File: src/rtl/fetch_pkg.sv
// rtl/fetch_pkg.sv - shared fetch-stage types, opcodes and instruction field positions
package fetch_pkg;

    typedef enum logic [1:0] {
        REQ  = 2'd0,
        WAIT = 2'd1,
        HOLD = 2'd2
    } fetch_state_e;

    localparam logic [6:0] OP_LOAD  = 7'b0000011;
    localparam logic [6:0] OP_STORE = 7'b0100011;
    localparam logic [6:0] OP_RTYPE = 7'b0110011;

    localparam int OPCODE_LSB = 0;
    localparam int RD_LSB     = 7;
    localparam int FUNCT3_LSB = 12;
    localparam int RS1_LSB    = 15;
    localparam int RS2_LSB    = 20;
    localparam int FUNCT7_LSB = 25;

endpackage

File: src/rtl/instr_field_decode.sv
// rtl/instr_field_decode.sv - combinational slicing of a 32-bit instruction into its fields
module instr_field_decode
    import fetch_pkg::*;
(
    input  logic [31:0] instr,
    output logic [6:0]  opcode,
    output logic [4:0]  rd,
    output logic [2:0]  funct3,
    output logic [4:0]  rs1,
    output logic [4:0]  rs2,
    output logic [6:0]  funct7
);

    assign opcode = instr[OPCODE_LSB +: 7];
    assign rd     = instr[RD_LSB     +: 5];
    assign funct3 = instr[FUNCT3_LSB +: 3];
    assign rs1    = instr[RS1_LSB    +: 5];
    assign rs2    = instr[RS2_LSB    +: 5];
    assign funct7 = instr[FUNCT7_LSB +: 7];

endmodule

File: src/rtl/instr_fetch_unit.sv
// rtl/instr_fetch_unit.sv - single-outstanding fetch stage with redirect flush and instruction register
module instr_fetch_unit
    import fetch_pkg::*;
#(
    parameter int                ADDR_W   = 32,
    parameter int                DATA_W   = 32,
    parameter logic [ADDR_W-1:0] RESET_PC = '0,
    parameter int                PC_STEP  = 4
) (
    input  logic              clk,
    input  logic              rst_n,
    output logic              imem_req_valid,
    input  logic              imem_req_ready,
    output logic [ADDR_W-1:0] imem_addr,
    input  logic              imem_rsp_valid,
    input  logic [DATA_W-1:0] imem_rsp_data,
    input  logic              redirect_valid,
    input  logic [ADDR_W-1:0] redirect_pc,
    output logic              instr_valid,
    input  logic              instr_ready,
    output logic [DATA_W-1:0] instr,
    output logic [ADDR_W-1:0] instr_pc,
    output logic [6:0]        opcode,
    output logic [4:0]        rd,
    output logic [2:0]        funct3,
    output logic [4:0]        rs1,
    output logic [4:0]        rs2,
    output logic [6:0]        funct7
);

    fetch_state_e      state;
    logic [ADDR_W-1:0] pc;
    logic              drop;

    assign imem_req_valid = rst_n && (state == REQ);
    assign imem_addr      = pc;

    always_ff @(posedge clk) begin
        if (!rst_n) begin
            state       <= REQ;
            pc          <= RESET_PC;
            drop        <= 1'b0;
            instr       <= '0;
            instr_pc    <= '0;
            instr_valid <= 1'b0;
        end else if (redirect_valid) begin
            // Redirect wins over every handshake; an accepted or pending fetch is marked stale.
            pc <= redirect_pc;
            case (state)
                REQ: begin
                    if (imem_req_ready) begin
                        state <= WAIT;
                        drop  <= 1'b1;
                    end
                end
                WAIT: begin
                    if (imem_rsp_valid) begin
                        state <= REQ;
                        drop  <= 1'b0;
                    end else begin
                        drop  <= 1'b1;
                    end
                end
                HOLD: begin
                    instr_valid <= 1'b0;
                    state       <= REQ;
                end
                default: state <= REQ;
            endcase
        end else begin
            case (state)
                REQ: begin
                    if (imem_req_ready) begin
                        state <= WAIT;
                    end
                end
                WAIT: begin
                    if (imem_rsp_valid) begin
                        if (drop) begin
                            drop  <= 1'b0;
                            state <= REQ;
                        end else begin
                            instr       <= imem_rsp_data;
                            instr_pc    <= pc;
                            pc          <= pc + ADDR_W'(PC_STEP);
                            instr_valid <= 1'b1;
                            state       <= HOLD;
                        end
                    end
                end
                HOLD: begin
                    if (instr_ready) begin
                        instr_valid <= 1'b0;
                        state       <= REQ;
                    end
                end
                default: state <= REQ;
            endcase
        end
    end

    instr_field_decode u_decode (
        .instr  (instr[31:0]),
        .opcode (opcode),
        .rd     (rd),
        .funct3 (funct3),
        .rs1    (rs1),
        .rs2    (rs2),
        .funct7 (funct7)
    );

endmodule

File: config.mk
export PLATFORM = sky130hd
export DESIGN_NAME = instr_fetch_unit
export DESIGN_NICKNAME = d
export VERILOG_FILES = /design/src/rtl/fetch_pkg.sv /design/src/rtl/instr_field_decode.sv /design/src/rtl/instr_fetch_unit.sv
export SDC_FILE = /design/constraint.sdc
export NUM_CORES = 1
export LEC_CHECK = 0
export CAP_MARGIN = 20
export CORE_AREA = 2 2 113 104
export DETAILED_ROUTE_END_ITERATION = 7
export DIE_AREA = 0 0 115 106
export GPL_TIMING_DRIVEN = 0
export PLACE_DENSITY = 0.79
export SYNTH_ARGS = -nofsm -noshare
export SYNTH_HDL_FRONTEND = slang
export SYNTH_SLANG_ARGS = --single-unit
File: constraint.sdc
create_clock -name clk -period 2.8 [get_ports clk]
set_clock_uncertainty 0.1 [all_clocks]
set_input_delay 0.42 -clock clk [delete_from_list [all_inputs] [get_ports clk]]
set_output_delay 0.42 -clock clk [all_outputs]
set_load 0.03 [all_outputs]
After elaboration in Yosys (flattened, before gate mapping)
Cells that the tools add are included.
{ "word_totals": {"wordCells": 53, "reg_bits": 100} }
{ "op_classes": {"n_eq_ne": 9, "n_bitwise": 2, "addsub": 1, "reduce_logical": 11, "muxes": 24} }
{ "ops": {"columns": ["cell", "count"], "rows": [
  ["two-way mux 32 bit", 4],
  ["adder 32 x 3 -> 32 bit (second input constant)", 1],
  ["two-way mux 2 bit", 6],
  ["!= test 3 bit (second input constant)", 4],
  ["two-way mux 1 bit", 10],
  ["AND reduction 4 bit", 2],
  ["nonzero test 2 bit", 4],
  ["one-hot mux 2 bit (3 select lines)", 1],
  ["AND reduction 5 bit", 1],
  ["!= test 2 bit (second input constant)", 2],
  ["one-hot mux 1 bit (2 select lines)", 2],
  ["one-hot mux 2 bit (2 select lines)", 1],
  ["AND reduction 3 bit", 1],
  ["== test 2 x 1 -> 1 bit (second input constant)", 1],
  ["== test 2 bit (second input constant)", 1],
  ["logical NOT 2 bit", 1],
  ["!= test 2 x 1 -> 1 bit (second input constant)", 1],
  ["NOT 1 bit", 2],
  ["AND reduction 2 bit", 1],
  ["logical AND 1 bit", 1]
]} }

Depth between registers and ports, before layout
{ "logic_depth": {"word_depth": 5, "ltp_mapped": 8} }

Modules after synthesis
From an unflattened synthesis, not the netlist that was laid out.
{ "unflattened": {"cells_unflattened": 549, "area_unflattened_um2": 4535.6} }
{ "by_module_without_submodules": {"columns": ["module", "cells_each", "seq_area_each_um2", "n_inst", "area_each_um2"], "rows": [
  ["instr_fetch_unit", 517, 2001.9, 1, 4295.4],
  ["instr_field_decode", 32, 0.0, 1, 240.2]
]} }

Least setup slack after synthesis
No wires, ideal clock.
{ "synth_timing": {"path_kind": "register to register", "startpoint": "reg pc[11], in the netlist imem_addr[11]", "endpoint": "reg pc[31], in the netlist imem_addr[31]", "arrival_ns": 1.946, "path_stages_with_launch": 6, "slack_ns": 0.692, "setup_ns": 0.062, "period_less_slack_ns": 2.108, "n_path_buf": 0, "path_cell_list": "dfxtp_1 > nand4_1 > nor4_4 > nand3_2 > or4_1 > nand3_1"} }
{ "synth_between": {"elab_chain_len": 5} }
{ "synth_lines": {"columns": ["item", "line_no", "source"], "rows": [
  ["from (decl)", "instr_fetch_unit.sv:32", "logic [ADDR_W-1:0] pc;"],
  ["from (signal assigned)", "instr_fetch_unit.sv:48", "pc <= redirect_pc;"],
  ["from (signal assigned)", "instr_fetch_unit.sv:85", "pc <= pc + ADDR_W'(PC_STEP);"],
  ["adder 32 x 3 -> 32 bit", "instr_fetch_unit.sv:85", null],
  ["two-way mux 32 bit", "instr_fetch_unit.sv:79", "if (drop) begin"],
  ["two-way mux 32 bit", "instr_fetch_unit.sv:78", "if (imem_rsp_valid) begin"],
  ["two-way mux 32 bit", "instr_fetch_unit.sv:71", "case (state)"],
  ["two-way mux 32 bit", "instr_fetch_unit.sv:46", "end else if (redirect_valid) begin"]
]} }
No other way between the ends. The select of a mux whose other input is x is not followed.
A chain may end at the register's enable or synchronous reset.

Final worst setup path
{ "layout_timing": {"startpoint": "in rst_n", "endpoint": "out imem_req_valid"} }
{ "layout_between": {"elab_chain_len": 1} }
{ "layout_lines": {"columns": ["item", "line_no", "source"], "rows": [
  ["from (decl)", "instr_fetch_unit.sv:11", "input logic rst_n,"],
  ["logical AND 1 bit", "instr_fetch_unit.sv:35", "assign imem_req_valid = rst_n && (state == REQ);"],
  ["to (decl)", "instr_fetch_unit.sv:12", "output logic imem_req_valid,"]
]} }
No other way between the ends.

==> results.cfg <==
[setup_path]
critPathKind = in2out
cpMaxStageDelayCell = clkdlybuf4s50_1
cp_common_cell = clkdlybuf4s50_1
timing.rr.end = instr[0]$_SDFFE_PN0P_
crit_path_cell_trace = clkdlybuf4s50_1 > buf_1 > and2_1 > clkdlybuf4s50_1
r2r_cells = 7
arrival_ns = 2.18
path_depth = 4
crit_end = imem_req_valid
critPathMaxFanout = 10
r2r_setup_slack_ns = 0.37
worstSetupStartpoint = rst_n
crit_path_start_kind = primary input
crit_buf_inv = 3
end_kind = output port
r2r-start = state[1]$_SDFFE_PN0P_
critPathTopFamily = buffers and inverters
cp.required_ns = 2.28
slowest_delay_ns = 0.67

[global_routing]
overflow = 0
antenna_found_initial = 0
grt.total_usage_pct = 21.9
grt_pass1_wl_mm = 21.4
grt_max_degree = 16
grt_pass1_vias = 4349

[cts]
cts_root_buf = clkbuf_16
cts_buffer_depth = 2
hold_buffers = 0
cts_tree = done
clk_latency_ns = 0.34
cts_sinks = 100
cts_max_level = 3
clkTransAtPathRegs_ns = 0.06
numCtsBuffers = 9
post_cts_resize_count = 0
cts_setup_buffers = 0

[floorplan]
coreArea_um2 = 11100
start_util_pct = 41.1
fp-row-count = 37
die_x_um = 115
die-area_um2 = 12200
die_h_um = 106
boundaryPins = 200

[pwr]
clockPowerShare_pct = 37.1
power_density_nw_per_um2 = 485
combPwrFrac_pct = 17.4
finalPower_mw = 3.41
seq_power_share_pct = 45.6
p_leak_nw = 2.47
netSwitchingPower_mw = 0.902
p_int_mw = 2.51
ir_worst_vdd_mv = 0.428
switching_share_pct = 26.4

[cells_and_area]
final_core_util_pct = 63.3
layout.nets = 840
postLayoutCellArea_um2 = 7030
syn_to_final_growth_pct = 54.1
drive_gt1_share_pct = 7.13
antenna_cells = 0
fin_cells = 907

[sta]
setup_tns_ns = 0
final.setup.worst_slack_ns = 0.100
holdWs_ns = 0.361
max_freq_mhz = 370
drv_slew = 0
max_slew.worst_pin.slew_ns = 0.922
finalHoldViolCount = 0
period_needed_ns = 2.70
rsz0062_at_grt = false
post-route-period-util_pct = 96.4
maxSlewHeadroom_pct = 38.3
setup_violations = 0

[synthesis]
yosys_warnings = 0
synth_edf_count = 0
netlist_area_um2 = 4560
synth_top_area_share_pct = 43.9
yosys-top-cells-area = dfxtp_1 (44%), nand2_1 (12%), a21boi_0 (11%), buf_4 (5.3%), xor2_1 (3.6%)
synthArstFlopShare_pct = 0
avgSynthCellArea_um2 = 8.21
ys_seq_area_share_pct = 43.9
netlist_instances = 556
synth.net_count = 630
synth_top_area_cell = dfxtp_1
ys_seq_elements = 100
ys_types = 40
synthFlopType = dfxtp_1

[routing]
ant_nets = 0
routed_via_density = 4.96
drt_iter0_markers = 230
drt_wl_total_mm = 13.5
drt-wirelength-per-cell_um = 14.8
drc = 0
firstDrtPassIters = 4
num_vias = 4501

[worst_hold_path]
hold-path-cell-count = 2
hold_path.class = reg2reg

[placed_design]
placed_cell_area_um2 = 6730
post-dp-hpwl_mm = 10.3
port_buffers = 199
dpl.cell_count = 891
gp_congestion = 0.848
place_ws_ns = -0.174

[run_status]
status = complete, no violations

[run]
drv_cap = 0
[layer usage]
layer / global-route usage [%] / part of all wire [%] / wire (µm)
met1: 26.5 / 42 / 5700
met2: 37.0 / 47 / 6340
met3: 6.73 / 8.8 / 1180
met4: 7.14 / 1.8 / 247
met5: 0 / 0 / 0
[tightest hold or removal path: stages (launching register included)]
cell,delay (ns)
dfxtp_1,0.31
nand2_1,0.05
a21boi_0,0.06
[cells by family after synthesis]
logic type / Yosys count / share of synthesized area, %
AOI/OAI and AO/OA: 127 / 18.2
and+or+nand+nor: 226 / 22.9
xor gates and xnor gates: 25 / 4.80
DFF: 100 / 43.9
muxes: 3 / 0.658
adders and majority gates: 4 / 1.10
buffers and inverters: 71 / 8.47
[synthesized netlist by cell type (2+ instances only)]
cell type    n
a21oi_1     22
and2_1       6
nor2b_1      5
xnor2_1      6
xor2_1      19
o21ai_0     29
nand2b_1     2
buf_4       32
nand4_1     17
and3_1       2
nor2_1      12
or4_1        3
a21boi_0    65
nand2_1    151
ha_1         4
nand3_1     16
a31oi_1      3
o211a_1      3
dfxtp_1    100
clkbuf_1    30
mux2i_1      3
inv_1        8
[power groups by stage]
| stage | Sequential (mW) | Clock (mW) | Combinational [mW] |
|---|---|---|---|
| final | 1.55 | 1.27 | 0.592 |
| after global routing | 1.56 | 1.35 | 0.637 |
| after CTS | 1.55 | 1.29 | 0.596 |
| after detailed placement | 1.58 | 0 | 0.593 |
| after global placement | 1.58 | 0 | 0.585 |
| after floorplan | 1.67 | 0 | 0.213 |
[sequential cells by signal, summed over array words and instances (netlist names)]
register     cells
instr_valid      1
state            2
instr_pc        32
instr           32
imem_addr       32
drop             1
[area by class of cell]
type                    instances  area (µm²)
fillers                       961        4080
multi-input cells             385        2180
flip-flops and latches        100        2000
repair buffers                199        1990
plain buffers                  63         357
clock buffers                  13         260
well taps                     136         170
clock inverters                 3        45.0
inverters                       8        30.0
[cells in the final DEF, fill, tap and decap left out, types with 2 or more instances in the layout]
master           count
clkbuf_1            31
ha_1                 4
or4_1                3
nand4_1             17
dfxtp_1            100
buf_4               32
nor2b_1              5
a21oi_1             22
nand2_1            151
clkdlybuf4s50_1    199
nand2b_1             2
o21ai_0             29
clkinvlp_4           2
inv_1                8
buf_1                2
nand3_1             16
xnor2_1              6
a31oi_1              3
xor2_1              19
nor2_1              12
and3_1               2
a21boi_0            65
mux2i_1              3
o211a_1              3
clkbuf_16            9
and2_1               6
clkbuf_8             2
[worst min-delay path by stage]
stage	startpoint	endpoint	slack, ns
2_1_floorplan	state[0]$_SDFFE_PN0P_	state[0]$_SDFFE_PN0P_	0.36
3_3_place_gp	instr_pc[22]$_SDFFE_PN0P_	instr_pc[22]$_SDFFE_PN0P_	0.35
3_5_place_dp	instr_pc[8]$_SDFFE_PN0P_	instr_pc[8]$_SDFFE_PN0P_	0.36
4_1_cts	instr_pc[8]$_SDFFE_PN0P_	instr_pc[8]$_SDFFE_PN0P_	0.37
5_1_grt	instr_pc[26]$_SDFFE_PN0P_	instr_pc[26]$_SDFFE_PN0P_	0.39
6_report	instr_pc[26]$_SDFFE_PN0P_	instr_pc[26]$_SDFFE_PN0P_	0.36
(Power assumes the default switching activity.)
